### src/rtl/sips_core.sv
// sips_core: small multi-cycle processor with 16-bit instructions, 8 registers,
// request/acknowledge instruction and data memory ports, and registered I/O ports.
module sips_core #(
  parameter int DW   = 8,
  parameter int PCW  = 8,
  parameter int NIN  = 2,
  parameter int NOUT = 2
) (
  input  logic               clk,
  input  logic               rst,
  output logic               imem_req,
  output logic [PCW-1:0]     imem_addr,
  input  logic               imem_ack,
  input  logic [15:0]        imem_rdata,
  output logic               dmem_req,
  output logic               dmem_we,
  output logic [DW-1:0]      dmem_addr,
  output logic [DW-1:0]      dmem_wdata,
  input  logic               dmem_ack,
  input  logic [DW-1:0]      dmem_rdata,
  input  logic [NIN*DW-1:0]  in_port,
  output logic [NOUT*DW-1:0] out_port,
  output logic               halted
);

  typedef enum logic [1:0] {S_FETCH, S_EXEC, S_MEM, S_HALT} state_t;

  localparam logic [DW-1:0] LP_DW = DW'(DW);

  state_t              r_state;
  state_t              w_nextState;
  logic [15:0]         r_ir;
  logic [PCW-1:0]      r_pc;
  logic [DW-1:0]       r_regs [8];
  logic [3:0]          r_flags;
  logic [NOUT*DW-1:0]  r_outPort;
  logic                r_dmemWe;
  logic [DW-1:0]       r_dmemAddr;
  logic [DW-1:0]       r_dmemWdata;

  logic [4:0]          w_op;
  logic [2:0]          w_rs1;
  logic [3:0]          w_imm;
  logic [2:0]          w_rd;
  logic                w_isel;
  logic [DW-1:0]       w_src1;
  logic [DW-1:0]       w_src2;
  logic [DW-1:0]       w_shamt;
  logic [PCW-1:0]      w_pcPlus1;
  logic [DW:0]         w_sum;
  logic [DW:0]         w_diff;
  logic [DW-1:0]       w_aluRes;
  logic                w_aluV;
  logic                w_aluC;
  logic                w_cond;
  logic                w_taken;
  logic [DW-1:0]       w_inVal;

  logic                w_regWe;
  logic [DW-1:0]       w_regWdata;
  logic                w_flagWe;
  logic                w_pcWe;
  logic [PCW-1:0]      w_pcNext;
  logic                w_outWe;
  logic                w_memStart;

  assign w_op      = r_ir[15:11];
  assign w_rs1     = r_ir[10:8];
  assign w_imm     = r_ir[7:4];
  assign w_rd      = r_ir[3:1];
  assign w_isel    = r_ir[0];
  assign w_src1    = r_regs[w_rs1];
  assign w_src2    = w_isel ? DW'(w_imm) : r_regs[w_imm[2:0]];
  assign w_shamt   = w_src2 % LP_DW;
  assign w_pcPlus1 = r_pc + PCW'(1);
  assign w_sum     = {1'b0, w_src1} + {1'b0, w_src2};
  assign w_diff    = {1'b0, w_src1} - {1'b0, w_src2};

  assign imem_req   = (r_state == S_FETCH) && !rst;
  assign imem_addr  = r_pc;
  assign dmem_req   = (r_state == S_MEM);
  assign dmem_we    = r_dmemWe;
  assign dmem_addr  = r_dmemAddr;
  assign dmem_wdata = r_dmemWdata;
  assign out_port   = r_outPort;
  assign halted     = (r_state == S_HALT);

  always_comb begin
    w_aluRes = '0;
    w_aluV   = 1'b0;
    w_aluC   = 1'b0;
    case (w_op[3:0])
      4'd0: begin
        w_aluRes = w_sum[DW-1:0];
        w_aluC   = w_sum[DW];
        w_aluV   = (w_src1[DW-1] == w_src2[DW-1]) && (w_aluRes[DW-1] != w_src1[DW-1]);
      end
      4'd1, 4'd8: begin
        w_aluRes = w_diff[DW-1:0];
        w_aluC   = w_diff[DW];
        w_aluV   = (w_src1[DW-1] != w_src2[DW-1]) && (w_aluRes[DW-1] != w_src1[DW-1]);
      end
      4'd2: w_aluRes = w_src1 & w_src2;
      4'd3: w_aluRes = w_src1 | w_src2;
      4'd4: w_aluRes = w_src1 ^ w_src2;
      4'd5: w_aluRes = w_src1 << w_shamt;
      4'd6: w_aluRes = w_src1 >> w_shamt;
      4'd7: w_aluRes = w_src2;
      default: w_aluRes = '0;
    endcase
  end

  // Flags are held as {N,Z,V,C}; branch condition index comes from the rs1 field.
  always_comb begin
    w_cond = 1'b0;
    case (w_rs1)
      3'd0: w_cond = r_flags[2];
      3'd1: w_cond = r_flags[1];
      3'd2: w_cond = ~r_flags[2] & ~(r_flags[3] ^ r_flags[1]);
      3'd3: w_cond = ~(r_flags[3] ^ r_flags[1]);
      3'd4: w_cond = ~(r_flags[0] | r_flags[2]);
      3'd5: w_cond = ~r_flags[0];
      3'd6: w_cond = r_flags[3];
      default: w_cond = 1'b1;
    endcase
    w_taken = w_cond ^ w_op[0];
  end

  always_comb begin
    w_inVal = '0;
    for (int k = 0; k < NIN; k++) begin
      if (w_src2 == DW'(k)) w_inVal = in_port[k*DW +: DW];
    end
  end

  always_ff @(posedge clk or posedge rst) begin
    if (rst) r_state <= S_FETCH;
    else     r_state <= w_nextState;
  end

  always_comb begin
    w_nextState = r_state;
    w_regWe     = 1'b0;
    w_regWdata  = '0;
    w_flagWe    = 1'b0;
    w_pcWe      = 1'b0;
    w_pcNext    = w_pcPlus1;
    w_outWe     = 1'b0;
    w_memStart  = 1'b0;
    case (r_state)
      S_FETCH: if (imem_ack) w_nextState = S_EXEC;
      S_EXEC: begin
        w_nextState = S_FETCH;
        w_pcWe      = 1'b1;
        if (!w_op[4]) begin
          if (w_op[3:0] <= 4'd8) begin
            w_flagWe   = 1'b1;
            w_regWe    = (w_op[3:0] != 4'd8);
            w_regWdata = w_aluRes;
          end
        end else begin
          case (w_op)
            5'b10000, 5'b10001: if (w_taken) w_pcNext = w_src2[PCW-1:0];
            5'b10010: begin
              w_regWe    = 1'b1;
              w_regWdata = DW'(w_pcPlus1);
              w_pcNext   = w_src2[PCW-1:0];
            end
            5'b10100, 5'b10101: begin
              w_pcWe      = 1'b0;
              w_memStart  = 1'b1;
              w_nextState = S_MEM;
            end
            5'b10110: begin
              w_regWe    = 1'b1;
              w_regWdata = w_inVal;
            end
            5'b10111: w_outWe = 1'b1;
            5'b11111: begin
              w_pcWe      = 1'b0;
              w_nextState = S_HALT;
            end
            default: w_pcWe = 1'b1;
          endcase
        end
      end
      S_MEM: begin
        if (dmem_ack) begin
          w_nextState = S_FETCH;
          w_pcWe      = 1'b1;
          w_regWe     = !r_dmemWe;
          w_regWdata  = dmem_rdata;
        end
      end
      S_HALT:  w_nextState = S_HALT;
      default: w_nextState = S_FETCH;
    endcase
  end

  // Datapath state; dmem outputs are registered so they stay frozen for the whole MEM wait.
  always_ff @(posedge clk or posedge rst) begin
    if (rst) begin
      r_ir        <= '0;
      r_pc        <= '0;
      r_flags     <= '0;
      r_outPort   <= '0;
      r_dmemWe    <= 1'b0;
      r_dmemAddr  <= '0;
      r_dmemWdata <= '0;
      for (int i = 0; i < 8; i++) r_regs[i] <= '0;
    end else begin
      if (r_state == S_FETCH && imem_ack) r_ir <= imem_rdata;
      if (w_regWe) r_regs[w_rd] <= w_regWdata;
      if (w_flagWe) r_flags <= {w_aluRes[DW-1], (w_aluRes == '0), w_aluV, w_aluC};
      if (w_pcWe) r_pc <= w_pcNext;
      for (int k = 0; k < NOUT; k++) begin
        if (w_outWe && w_src2 == DW'(k)) r_outPort[k*DW +: DW] <= w_src1;
      end
      if (w_memStart) begin
        r_dmemWe    <= w_op[0];
        r_dmemAddr  <= w_src2;
        r_dmemWdata <= w_src1;
      end else if (r_state == S_MEM && dmem_ack) begin
        r_dmemWe <= 1'b0;
      end
    end
  end

endmodule

### config.mk
export PLATFORM = sky130hd
export DESIGN_NAME = sips_core
export DESIGN_NICKNAME = d
export VERILOG_FILES = /design/src/rtl/sips_core.sv
export SDC_FILE = /design/constraint.sdc
export NUM_CORES = 1
export LEC_CHECK = 0
export CORE_MARGIN = 1
export CORE_UTILIZATION = 30
export CTS_CLUSTER_SIZE = 24
export DETAILED_ROUTE_END_ITERATION = 7
export GPL_TIMING_DRIVEN = 0
export SKIP_LAST_GASP = 1
export SYNTH_ARGS = -nofsm -noshare
export SYNTH_HDL_FRONTEND = slang
export SYNTH_SLANG_ARGS = --single-unit
export TNS_END_PERCENT = 1
### constraint.sdc
create_clock -name clk -period 4.6 [get_ports clk]
set_clock_uncertainty 0.1 [all_clocks]
set_input_delay 1.38 -clock clk [delete_from_list [all_inputs] [get_ports clk]]
set_output_delay 1.38 -clock clk [all_outputs]
set_load 0.01 [all_outputs]
# After elaboration in Yosys (flattened, before gate mapping)
# Index checks and enable logic that the tools add are counted.
# op_classes
n_bitwise	14
eq_ne	33
n_addsub	3
n_reduce_logical	22
n_lt_le_gt_ge	5
n_shift	2
mux	50
# op_table
op	count
8-bit 2-to-1 mux	14
64-bit bitwise mux	1
8-bit case mux with 8 select lines	1
8-bit binary-select mux with 3-bit select	2
8-bit case mux with 2 select lines	3
5-bit == test (second input constant)	8
8-bit demux with 3-bit select	1
1-bit 2-to-1 mux	18
4-bit by 3-bit == test with 1-bit output (second input constant)	4
8-bit zero test	2
4-bit >= comparator (second input constant)	3
3-bit inverter with 4-bit output	3
8-bit by 8-bit adder with 9-bit output	1
3-bit == test (second input constant)	3
8-bit by 8-bit subtractor with 9-bit output	1
8-bit by 1-bit adder with 8-bit output (second input constant)	1
8-bit bitwise AND	1
4-bit by 2-bit == test with 1-bit output (second input constant)	2
8-bit by 1-bit == test with 1-bit output (second input constant)	1
1-bit logical AND	8
8-bit bitwise OR	1
1-bit case mux with 2 select lines	4
2-bit case mux with 4 select lines	1
2-bit OR reduction	4
30 further kinds	41
# totals
inputBits	44
word_cells	146
reg_bits	127

# Longest topological paths before layout
# logic_depth
depth_word	12
ltp_mapped	18
mapped_depth_nobuf	15

# Worst setup path after synthesis
# No wires, ideal clock.
# synth_path
kind	reg-to-reg
from	register r_ir[5]
to	register r_regs[6] (netlist bit)
setup_slack_ns	0.578
synth_period_minus_slack_ns	4.022
arrival_ns	3.849
path_buffers	3
path_stages_with_launch	19
t_required_ns	4.427
path_cell_list	dfrtp_1 > buf_6 > mux4_2 > o21a_2 > nor2_8 > inv_2 > buf_6 > buf_2 > ha_1 > fa_1 > nor2b_1 > o21ai_0 > a21boi_0 > o21ai_0 > and3_1 > nor3_1 > nor4_1 > o31a_4 > a21oi_2
# synth_via
elab_chain_len	12
# synth_rtl
element	line	rtl
start: declaration	32	logic [15:0] r_ir;
start signal: assignment	212	if (r_state == S_FETCH && imem_ack) r_ir <= imem_rdata;
3-bit inverter with 4-bit output (implied by the code) *	73	assign w_src2 = w_isel ? DW'(w_imm) : r_regs[w_imm[2:0]];
8-bit binary-select mux with 3-bit select *	73	
8-bit 2-to-1 mux (implied by the code) * (2 in series)	73	
8-bit 2-to-1 mux *	73	
named net w_shamt[0]	48	logic [DW-1:0] w_shamt;
branches (longest 4 deep; another with 8-bit by 8-bit subtractor with 9-bit output)	-	
8-bit 2-to-1 mux *	155	if (!w_op[4]) begin
8-bit case mux with 2 select lines *	150	case (r_state)
64-bit bitwise mux *	213	if (w_regWe) r_regs[w_rd] <= w_regWdata;
end signal: indexed assignment	213	
end: declaration	34	logic [DW-1:0] r_regs [8];
# Mark *: on every way through the listed nets, which the timed path passes. The select of a mux whose other input is x is not followed.
# A chain may end at the register's enable or synchronous reset.

# Worst setup path after layout
# layout_path
from	register r_ir[4]
to	register r_regs[7] (netlist bit)
# layout_via
elab_chain_len	12
# layout_rtl
element	line
3-bit inverter with 4-bit output (implied by the code)	73
8-bit binary-select mux with 3-bit select	73
8-bit 2-to-1 mux (implied by the code) (2 in series)	73
8-bit 2-to-1 mux *	73
branches (longest 4 deep; another with 8-bit by 8-bit subtractor with 9-bit output)	-
8-bit 2-to-1 mux *	155
8-bit case mux with 2 select lines *	150
64-bit bitwise mux *	213
# Every way passes the cells marked *. The select of a mux whose other input is x is not followed.

==> metrics.md <==
| Metric | Value |
|---|---|
| Max_slew headroom | 20.5% |
| Critical path launch point type | register |
| Worst Reg-to-Reg Cells | 14 |
| Reg2reg setup slack | 0.07 ns |
| Part of the power in registers | about a fifth |
| Largest family of logic cells by synthesized area | compound AO/OA/AOI/OAI gates |
| Int Power | 0.00465 W |
| Post-DP Area | 9900 µm² |
| Setup crit end kind | register |
| Hold Path Depth | 2 |
| DRT antenna net count | 0 |
| Xor/xnor share of the synthesized area | around 1.9% |
| Gr ovfl total | 0 |
| Required @ worst endpoint | 4.77 ns |
| Final slew viol count | 0 |
| Post-CTS Hold Buffers | 0 |
| Placed cells | between 1000 and 1500 |
| Largest net degree at the start of global routing | between 40 and 50 |
| CTS tree | built |
| Antenna violations before repair | 0 |
| Setup violations, final | 0 |
| Max IR drop VDD | about 400 µV |
| Total GRT Usage | 20.0% |
| Syn Area/Cell | between 9 and 10 µm² |
| I/O Buffers | 87 |
| Proportion of layout cells with a drive suffix above 1 | between 10% and 20% |
| DIE AREA | 29000 µm² |
| Initial DRC Count | 746 |
| Power share of the clock group | 15.2% |
| Setup ws final | 0.0737 ns |
| Ant diodes | 0 |
| Clock sinks | 127 |
| Crit Path Max Fanout | 11 |
| Worst slew pin tran | 1.18 ns |
| Leakage Power | 4.20 nW |
| Final Critical Period | 4.53 ns |
| Yosys Warn Count | 0 |
| Launch point of the worst reg-to-reg path | r_ir[4] |
| Worst flop-to-flop path endpoint | r_regs[7] |
| P&R area growth vs syn | 25.0% |
| Comb power frac | 64.4% |
| Detailed placer's ending HPWL | approximately 21000 µm |
| Hold EP | dmem_wdata[7] |
| Worst-skew pair later-pin latency | 0.43 ns |
| Max Cap Violations | 0 |
| Longest Clk Path Bufs | 2 |
| Starting Density | between 30% and 40% |
| CTS buffer count | 17 |
| CTS Root Cell | clkbuf_16 |
| Most common cell after layout, fill and taps aside | dfrtp_1 |
| Via count | ~7700 |
| Core Box Area | between 20000 and 30000 µm² |
| Outcome | finished clean |
| Simple-gate share of the synthesized area | 16.4% |
| Reg clk slew, reported paths | ~0.060 ns |
| Synth Instances | 902 |
| Hold Crit Class | reg2reg |
| Total Routed Length | 28000 µm |
| Seq/Total Area, Yosys | 37.4% |
| Row cnt | 61 |
| Drt first pass iters | 5 |
| RSZ-0062 raised after global routing | yes |
| EDFF count, synth | 0 |
| Sw Ratio | roughly half |
| Worst Hold Launch | dmem_wdata[7] |
| Die Ht | 170 µm |
| Cell Pwr Density | roughly 860 nW/µm² |
| Via density | between 5 and 6 |
| First-pass GRT wire length | 43200 µm |
| Commonest cells after routing, fill and taps aside | dfrtp_1 (127), nand2_1 (116), clkdlybuf4s50_1 (87), nor2_1 (71), o21ai_0 (58) |
| Synth Flop Type | dfrtp_1 |
| Post-synthesis register bit count | between 100 and 150 |
| # IOs | between 80 and 90 |
| FFs w/ async S/R, synth | between 90% and 100% |
| Fin crit share | 98.4% |
| Vias in the first global route | roughly 7400 |
| Fin. Hold Viols | 0 |
| P_sw | 0.00448 W |
| H-tree depth | 4 |
| Post-Place Setup Slack | -0.376 ns |
| Synth Area in Adders | ~5.0% |
| Setup CP Type | reg2reg |
| DRC errors left | 0 |
| Final instance area | 10600 µm² |
| Drt wl/cell | ~20 µm |
| Non-Filler Instances | 1408 |
| Max Freq | 0.221 GHz |
| Placer Congestion | 0.942 |
| Post-Route Utilization | between 30% and 40% |
| Synth Area in Compound Gates | 21.1% |
| Syn Nets | around 1000 |
| Chip width | 170 µm |
| Mux contribution to synthesized area | a little over an eighth |
| Post-Syn Area | 8490 µm² |
| Fin nets | roughly 1100 |
| Crit path arrival time | 4.70 ns |
| Netlist cell types | 83 |
[layout make-up]
type	instances	area (µm²)
Multi-Input combinational cell	687	4980
Timing Repair Buffer	97	983
Sequential cell	127	3180
Clock buffer	18	439
Tap cell	378	473
Inverter	33	128
Fill cell	2849	17200
Clock inverter	14	160
Buffer	54	274
[flip-flops by register name, indices dropped and copies added, names as in the netlist, 2 cells and up]
signal	flops
imem_addr	8
r_regs	64
r_ir	16
r_state	2
dmem_wdata	8
dmem_addr	8
out_port	16
r_flags	4
[worst max path at each step]
| stage | from | end | slack (ns) | cells past startpoint |
|---|---|---|---|---|
| final | r_ir[4] | r_regs[7] | 0.07 | 14 |
| after global routing | r_ir[4] | r_regs[7] | -0.09 | 14 |
| after CTS | r_ir[4] | r_regs[7] | -0.007 | 15 |
| after detailed placement | r_ir[5] | r_regs[20] | -0.38 | 17 |
| after global placement | r_ir[5] | r_regs[20] | -0.38 | 17 |
| after floorplan | r_ir[5] | r_regs[6] | 0.58 | 18 |
[cells by family (layout without fill, tap and decap cells)]
kind of cell,after synthesis,after routing
AOI/OAI and AO/OA,275,275
xor gates and xnor gates,18,18
adders and majority gates,33,33
buffers and inverters,88,216
DFF,127,127
muxes,68,68
and+or+nand+nor,293,293
[power groups by stage]
stage                     clock network (W)  logic (W)  registers, W
after floorplan                           0    0.00389       0.00183
after global placement                    0    0.00560       0.00186
after detailed placement                  0    0.00560       0.00188
after CTS                           0.00141    0.00565       0.00186
after global routing                0.00146    0.00632       0.00192
final                               0.00139    0.00588       0.00187
[what timing repair did]
item	CTS	global route
setup endpoints to repair	34	25
resized for setup	5	11
pin swaps	1	2
setup buffers	1	6
[cell usage after synthesis, types with 12 or more instances]
| library cell | count | share of area (%) |
|---|---|---|
| a31oi_1 | 34 | 2.5 |
| mux2_2 | 20 | 2.7 |
| nand3_1 | 21 | 1.2 |
| clkbuf_1 | 25 | 1.1 |
| mux4_2 | 32 | 8.5 |
| dfrtp_1 | 127 | 37 |
| buf_2 | 15 | 0.88 |
| nand2_1 | 116 | 5.1 |
| inv_1 | 27 | 1.2 |
| ha_1 | 31 | 4.6 |
| nand2b_1 | 18 | 1.3 |
| xnor2_1 | 14 | 1.4 |
| a21oi_1 | 46 | 2.7 |
| nor2_1 | 73 | 3.2 |
| o21ai_0 | 60 | 3.5 |
| mux2i_1 | 12 | 1.4 |
| nor3_1 | 19 | 1.1 |
| o21ai_1 | 36 | 2.1 |
[routing by layer]
layer / track usage [%] / part of all wire [%]
met1: 26.7 / 44
met4: 9.99 / 3.8
met3: 3.58 / 5.8
met5: 0 / 0
met2: 30.9 / 46
[worst max-delay path, cell delays in order, from the launching register on]
cell,delay [ns]
dfrtp_1,0.34
buf_6,0.19
mux4_2,0.53
o21ai_1,0.15
and2_1,0.30
clkbuf_4,0.30
ha_1,0.33
o21bai_1,0.24
a221o_1,0.35
a21oi_1,0.31
xor2_1,0.13
a221oi_1,0.25
o211ai_1,0.28
o2111ai_4,0.42
a31oi_1,0.14
[per-stage QoR]
stage / TNS [ns] / power, W / hold slack [ns]
after detailed placement: -7.57 / 0.00748 / 0.369
after global routing: -0.538 / 0.00971 / 0.396
after floorplan: 0 / 0.00572 / 0.367
after CTS: -0.00708 / 0.00892 / 0.384
after global placement: -6.85 / 0.00745 / 0.361
final: 0 / 0.00914 / 0.373
Power figures use the tool's default switching activity.
